===== src/rtl/lbist_pkg.sv =====
// Shared LBIST types: controller state encoding and response-latency limits
// used by the controller and the TPG/ORA datapath blocks.
package lbist_pkg;

  typedef enum logic [2:0] {
    IDLE  = 3'd0,
    SEED  = 3'd1,
    RUN   = 3'd2,
    DRAIN = 3'd3,
    CHECK = 3'd4,
    DONE  = 3'd5
  } lbist_state_e;

  localparam int RESP_LAT_MIN = 1;
  localparam int RESP_LAT_MAX = 8;
  localparam int DRAIN_W      = $clog2(RESP_LAT_MAX + 1);

endpackage


===== src/rtl/lbist_ones_counter.sv =====
// ORA ones counter: wraps modulo 2^CNT_BITS; clear has priority over increment.
// Single-cycle update, no backpressure.
module lbist_ones_counter #(
  parameter int CNT_BITS = 32
) (
  input  logic                clk,
  input  logic                rst,
  input  logic                clr,
  input  logic                inc,
  output logic [CNT_BITS-1:0] count
);

  always_ff @(posedge clk) begin
    if (!rst) begin
      count <= '0;
    end else if (clr) begin
      count <= '0;
    end else if (inc) begin
      count <= count + CNT_BITS'(1);
    end
  end

endmodule


===== src/rtl/lbist_controller.sv =====
// LBIST session sequencer: seed, N pattern cycles, RESP_LAT drain, golden compare.
// Done arrives N+RESP_LAT+3 cycles after start is accepted; no backpressure.
module lbist_controller
  import lbist_pkg::*;
#(
  parameter int PAT_BITS = 16,
  parameter int CNT_BITS = 32,
  parameter int RESP_LAT = 2
) (
  input  logic                clk,
  input  logic                rst,
  input  logic                start,
  input  logic                abort,
  input  logic [PAT_BITS-1:0] num_patterns,
  input  logic [CNT_BITS-1:0] golden,
  input  logic                resp_bit,
  output logic                tpg_load,
  output logic                tpg_en,
  output logic                busy,
  output logic                done,
  output logic                pass,
  output logic [CNT_BITS-1:0] ones_count
);

  lbist_state_e          state, state_nxt;
  logic [PAT_BITS-1:0]   num_q;
  logic [CNT_BITS-1:0]   golden_q;
  logic [PAT_BITS-1:0]   pat_cnt;
  logic [PAT_BITS-1:0]   pat_nxt;
  logic [DRAIN_W-1:0]    drain_cnt;
  logic [RESP_LAT-1:0]   vpipe;
  logic                  accept;
  logic                  abort_take;

  assign pat_nxt = pat_cnt + PAT_BITS'(1);

  always_ff @(posedge clk) begin
    if (!rst) begin
      state <= IDLE;
    end else begin
      state <= state_nxt;
    end
  end

  always_comb begin
    state_nxt  = state;
    tpg_load   = 1'b0;
    tpg_en     = 1'b0;
    busy       = 1'b1;
    done       = 1'b0;
    accept     = 1'b0;
    abort_take = 1'b0;
    case (state)
      IDLE: begin
        busy = 1'b0;
        if (start) begin
          accept    = 1'b1;
          state_nxt = SEED;
        end
      end
      SEED: begin
        tpg_load  = 1'b1;
        state_nxt = (num_q == '0) ? DRAIN : RUN;
      end
      RUN: begin
        tpg_en = 1'b1;
        if (pat_nxt == num_q) state_nxt = DRAIN;
      end
      DRAIN: begin
        if (drain_cnt == DRAIN_W'(RESP_LAT - 1)) state_nxt = CHECK;
      end
      CHECK:   state_nxt = DONE;
      DONE: begin
        done      = 1'b1;
        state_nxt = IDLE;
      end
      default: state_nxt = IDLE;
    endcase
    if (abort && (state inside {SEED, RUN, DRAIN, CHECK})) begin
      abort_take = 1'b1;
      state_nxt  = IDLE;
    end
  end

  always_ff @(posedge clk) begin
    if (!rst) begin
      num_q    <= '0;
      golden_q <= '0;
    end else if (accept) begin
      num_q    <= num_patterns;
      golden_q <= golden;
    end
  end

  always_ff @(posedge clk) begin
    if (!rst) begin
      pat_cnt <= '0;
    end else if (state == SEED) begin
      pat_cnt <= '0;
    end else if (state == RUN) begin
      pat_cnt <= pat_nxt;
    end
  end

  always_ff @(posedge clk) begin
    if (!rst || state != DRAIN) begin
      drain_cnt <= '0;
    end else begin
      drain_cnt <= drain_cnt + DRAIN_W'(1);
    end
  end

  // Tags each response bit with whether a pattern was applied RESP_LAT cycles ago.
  always_ff @(posedge clk) begin
    if (!rst || abort_take) begin
      vpipe <= '0;
    end else begin
      vpipe[0] <= tpg_en;
      for (int i = 1; i < RESP_LAT; i++) vpipe[i] <= vpipe[i-1];
    end
  end

  always_ff @(posedge clk) begin
    if (!rst) begin
      pass <= 1'b0;
    end else if (accept || abort_take) begin
      pass <= 1'b0;
    end else if (state == CHECK) begin
      pass <= (ones_count == golden_q);
    end
  end

  lbist_ones_counter #(
    .CNT_BITS (CNT_BITS)
  ) u_ones (
    .clk   (clk),
    .rst   (rst),
    .clr   (accept),
    .inc   (vpipe[RESP_LAT-1] & resp_bit),
    .count (ones_count)
  );

endmodule


===== config.mk =====
export PLATFORM = sky130hd
export DESIGN_NAME = lbist_controller
export DESIGN_NICKNAME = d
export VERILOG_FILES = /design/src/rtl/lbist_pkg.sv /design/src/rtl/lbist_ones_counter.sv /design/src/rtl/lbist_controller.sv
export SDC_FILE = /design/constraint.sdc
export NUM_CORES = 1
export LEC_CHECK = 0
export CELL_PAD_IN_SITES_DETAIL_PLACEMENT = 0
export CELL_PAD_IN_SITES_GLOBAL_PLACEMENT = 1
export CORE_MARGIN = 2
export CORE_UTILIZATION = 40
export CTS_CLUSTER_DIAMETER = 30
export CTS_CLUSTER_SIZE = 30
export DETAILED_ROUTE_END_ITERATION = 8
export GPL_ROUTABILITY_DRIVEN = 0
export HOLD_SLACK_MARGIN = 0.1
export PLACE_DENSITY_LB_ADDON = 0.3
export SLEW_MARGIN = 30
export SYNTH_ARGS = -nofsm -noshare
export SYNTH_HDL_FRONTEND = slang
export SYNTH_SLANG_ARGS = --single-unit
export TNS_END_PERCENT = 30

===== constraint.sdc =====
create_clock -name clk -period 3.8 [get_ports clk]
set_clock_uncertainty 0.05 [all_clocks]
set_input_delay 0.76 -clock clk [delete_from_list [all_inputs] [get_ports clk]]
set_output_delay 0.76 -clock clk [all_outputs]
set_load 0.005 [all_outputs]

* Word-level counts from Yosys, hierarchy flattened *
Index checks and enable logic that the tools add are counted.

word-level totals
  register bits = 106
  input bits = 53
  output and inout bits = 37

operators by class
  $add $sub $neg = 3
  equal/unequal tests = 12
  muxes and demuxes = 12
  bitwise operators = 2
  reduce and logical (&&, ||, !) cells = 13

operators with widths
  kind                     count
  $add A32 B1 Y32 const B  1
  $eq A32 B32 Y1           1
  $add A16 B1 Y16 const B  1
  $eq A16 B16 Y1           1
  $logic_not A16 Y1        1
  $pmux W3 S5              1
  $mux W3                  3
  $mux W1                  8
  $reduce_or A2 Y1         4
  $eq A3 B2 Y1 const B     2
  $eq A3 B3 Y1 const B     2
  $ne A2 B2 Y1 const B     3
  $add A4 B1 Y4 const B    1
  $eq A4 B1 Y1 const B     1
  $reduce_bool A4 Y1       1
  $eq A3 B1 Y1 const B     1
  $logic_not A3 Y1         1
  $logic_or A1 B1 Y1       3
  $ne A3 B2 Y1 const B     1
  $reduce_and A3 Y1        1
  $and A1 B1 Y1            1
  $logic_and A1 B1 Y1      1
  $logic_not A1 Y1         1
  $not A1 Y1               1

* Logic depth before layout (Yosys ltp) *
  word-level depth = 6
  mapped depth = 8

* Cells and area by module *
A second synthesis with hierarchy kept.

unflattened totals
  cell total of the unflattened synthesis = 641
  area, all modules = 5370.2 um2

modules (own cells, without submodules)
  module              instances  cells an instance  area an instance (um2)  sequential area each (um2)
  lbist_controller    1          463                3817.4                  1481.4
  lbist_ones_counter  1          178                1552.7                  640.6

* Worst setup path before layout *
OpenSTA, ideal clock, no wires.

  kind = flip-flop to flip-flop
  start point = reg drain_cnt[0]
  end point = reg state[0]
  arrival time = 2.026 ns
  data required time = 3.654 ns
  path slack = 1.628 ns
  stages on the path, launching flop included = 8
  path buffers = 0
  clock period less this slack = 2.172 ns
  cell sequence = dfxtp_1 > ha_1 > clkinv_1 > o311a_1 > or4_4 > nor4_2 > nand3_1 > o41ai_2

on the way
  cells in the longest elaborated chain, start to end = 3

RTL lines
  item                         RTL line                 source
  start, declared              lbist_controller.sv:30   logic [DRAIN_W-1:0] drain_cnt;
  start signal, assigned       lbist_controller.sv:109  drain_cnt <= drain_cnt + DRAIN_W'(1);
  $eq A4 B1 Y1                 lbist_controller.sv:70   if (drain_cnt == DRAIN_W'(RESP_LAT - 1)) state_nxt = CHECK;
  $ne A2 B2 Y1 (no line)       -
  $reduce_and A3 Y1 (no line)  -
  end signal, assigned         lbist_controller.sv:41   state <= state_nxt;
  end, declared                lbist_controller.sv:25   lbist_state_e state, state_nxt;

Every way passes these cells.
A chain may end at the register's enable or synchronous reset.

* Worst setup path after layout *
  start point = reg state[1]
  end point = out tpg_en

on the way
  cells in the longest elaborated chain, start to end = 2

RTL lines
  item           RTL line                source
  $eq A3 B2 Y1   lbist_controller.sv:53  case (state)
  $mux W1        lbist_controller.sv:53
  end, declared  lbist_controller.sv:18  output logic tpg_en,

Every way passes these cells.

==> reports/results.ini <==
[drt]
vias=4383
viasPerCell=5.038
post-route-drc-count=0
drt_iter0_drc=200
wl_per_cell_um=14.76
wl_um=12840
detail-route-antenna-nets=0
dr.pass1.iters=4

[global_routing]
use_met1=0.2662
grt_pass1_vias=4188
gr-total-overflow=0
grt.busiest_layer=met2
track_usage=0.1901
grtUsageMet3=0.03842
grt.met2_usage=0.2986
antenna_found_initial=0
grt_max_degree=45
grt_pass1_wl_um=21180

[critical_path]
reg2reg_depth=7
worstReg2RegStart=drain_cnt[0]
cp_num_buf_inv=2
critPathSlowestCell=clkdlybuf4s50_1
worstPathRequired_ps=2990
start_kind=flip-flop
rr_endpoint=state[0]
path_class=reg2out
r2r_setup_slack_ps=1470
slowest_delay_ps=530
cp.arrival_ps=2200
crit_chain=nor2b_4 -> nand2b_1 -> inv_1 -> clkdlybuf4s50_1
endpoint_kind=primary output
cp_top_family=buffers and inverters
cp_max_fo=13
cp_num_cells=4

[cells_and_area]
nets=750
drive_gt1_frac=0.03868
area_growth_pct=25.12
layoutNonFillerInstCount=870
utilization=0.5117
insertedDiodeCount=0

[synthesis]
synthCells=621
syn-num-nets=678
synth_warnings=0
ys_seq_elements=106
ys_top_cells_by_area=dfxtp_1 (41%), xnor2_1 (10%), nand2_1 (8.9%)
synth_largest_area_cell=dfxtp_1
synth-main-ff-cell=dfxtp_1
syn_area_per_cell_um2=8.277
syn_area_um2=5140
synthArstFlopShare=0
yosysMostFrequentCell=nand2_1
synth.distinct_cells=48
yosysSeqAreaShare=0.4129
synth_edf_count=0
synth_top_area_frac=0.4129
synthTopCellsByCount=nand2_1 (122), dfxtp_1 (106), xnor2_1 (61), nor2_1 (55), xor2_1 (32)

[clock_tree]
cts_buffers=9
clock_latency_ps=350
cts-root-buf=clkbuf_16
clock_sink_count=106
hold_buffers=0
clkSlewWorstSetupHoldPaths_ps=70
post_cts_buffers=0
cts_buffer_depth=2
cts_tree=done
cts-resized-gates=0
htree_levels=3

[place]
pre_cts_slack_ps=899.1
portBuffers=89
dp_hpwl_um=9557
place_inst=854

[floorplan]
io_pins=90
fp.dieArea_um2=13770
fp.dieH_um=117.4
die_w_um=117.4
rows=41
core-area_um2=12570
floorplan.initialDensity=0.4090

[outcome]
status=finished clean

[timing]
finalCritPeriodShare=0.7921
final.setup.tns_ps=0
hold_violations=0
setup-violations-final=0
maxClockFrequency_ghz=0.3322
final.min_clock_period_ps=3010
rsz0062_at_grt=false
slew_violations=0
slew_headroom=0.4472
worst_slack_ps=789.9
tightest_slew_ps=829.2

[hold_path]
hold_path_depth=1
hp-start=vpipe[0]
min_to=vpipe[1]
hold_class=reg2reg

[power]
pwr_density_cell_nw_per_um2=458.8
ir_drop_v=0.0002328
power.leakage_nw=2.181

[job]
drv_cap=0

-- layout make-up --
class                           instances  area [um^2]
Clock inverter                          5        38.79
Multi-Input combinational cell        474         2851
Timing Repair Buffer                   94        940.9
Sequential cell                       106         2122
Inverter                                8        30.03
Fill cell                            1242         6137
Tap cell                              172        215.2
Clock buffer                           11        232.7
-- sequential cells by signal (all words and copies together) (netlist names) --
signal	count
pat_cnt	16
u_ones.count	32
num_q	16
state	3
drain_cnt	4
vpipe	2
pass	1
golden_q	32
-- cell families (layout without fill, tap and decap cells) --
group | count (synthesis) | in the layout | synth area share
fa+ha+maj | 4 | 4 | 0.009737
mux | 1 | 1 | 0.001947
xor+xnor | 93 | 93 | 0.1585
compound gates | 94 | 94 | 0.1237
flops | 106 | 106 | 0.4129
buf+inv | 41 | 118 | 0.03237
simple gates | 282 | 282 | 0.2610
-- stage by stage --
stage | hold WS [ps] | total power [W] | area [um^2]
final | 421.1 | 0.002951 | 6431
after global routing | 452.0 | 0.003120 | 6431
after CTS | 428.0 | 0.002985 | 6431
after detailed placement | 410.9 | 0.002109 | 6160
after global placement | 394.4 | 0.002092 | 6160
after floorplan | 383.4 | 0.001840 | 5140
-- worst register-to-register path, stage by stage, from the launching register on --
cell and delay [ps]:
dfxtp_1 380, ha_1 170, clkinv_1 60, o311a_1 340, or4_4 560, nor4_2 270, nand3_1 140, o41ai_2 280
-- report_power, final --
part	total (W)	switching, W	internal, W
sequential	0.00133	0.000110	0.00122
combinational	0.000743	0.000412	0.000331
clock	0.000875	0.000423	0.000451
total	0.00295	0.000945	0.00201
-- worst max path at each step --
stage,start,end,slack (ps)
after floorplan,drain_cnt[0],state[0],1630
after global placement,resp_bit,u_ones.count[29],960
after detailed placement,resp_bit,u_ones.count[21],900
after CTS,state[1],tpg_en,790
after global routing,state[1],tpg_en,690
final,state[1],tpg_en,790
-- metal layers --
layer  up-vias  wire, um
li1       2243         -
met1      2049      6562
met3        11       508
met2        80      5635
met4         0       134
met5         -         0
-- placed cells by master, fill, tap and decap left out, drive strengths merged, types with 2 or more instances in the layout --
cell / n
nand2: 122
dfxtp: 106
clkdlybuf4s50: 89
xnor2: 61
nor2: 55
a21boi: 48
xor2: 32
nand3: 24
a21oi: 21
nand4: 18
nor3: 15
o21ai: 13
or3: 12
clkbuf: 11
inv: 9
and3: 8
nor4: 8
and4: 6
buf: 5
ha: 4
clkinv: 4
nand2b: 2
o311a: 2
a31oi: 2
a211oi: 2
nand4b: 2
and2: 2
nor2b: 2
(Power assumes the default switching activity.)
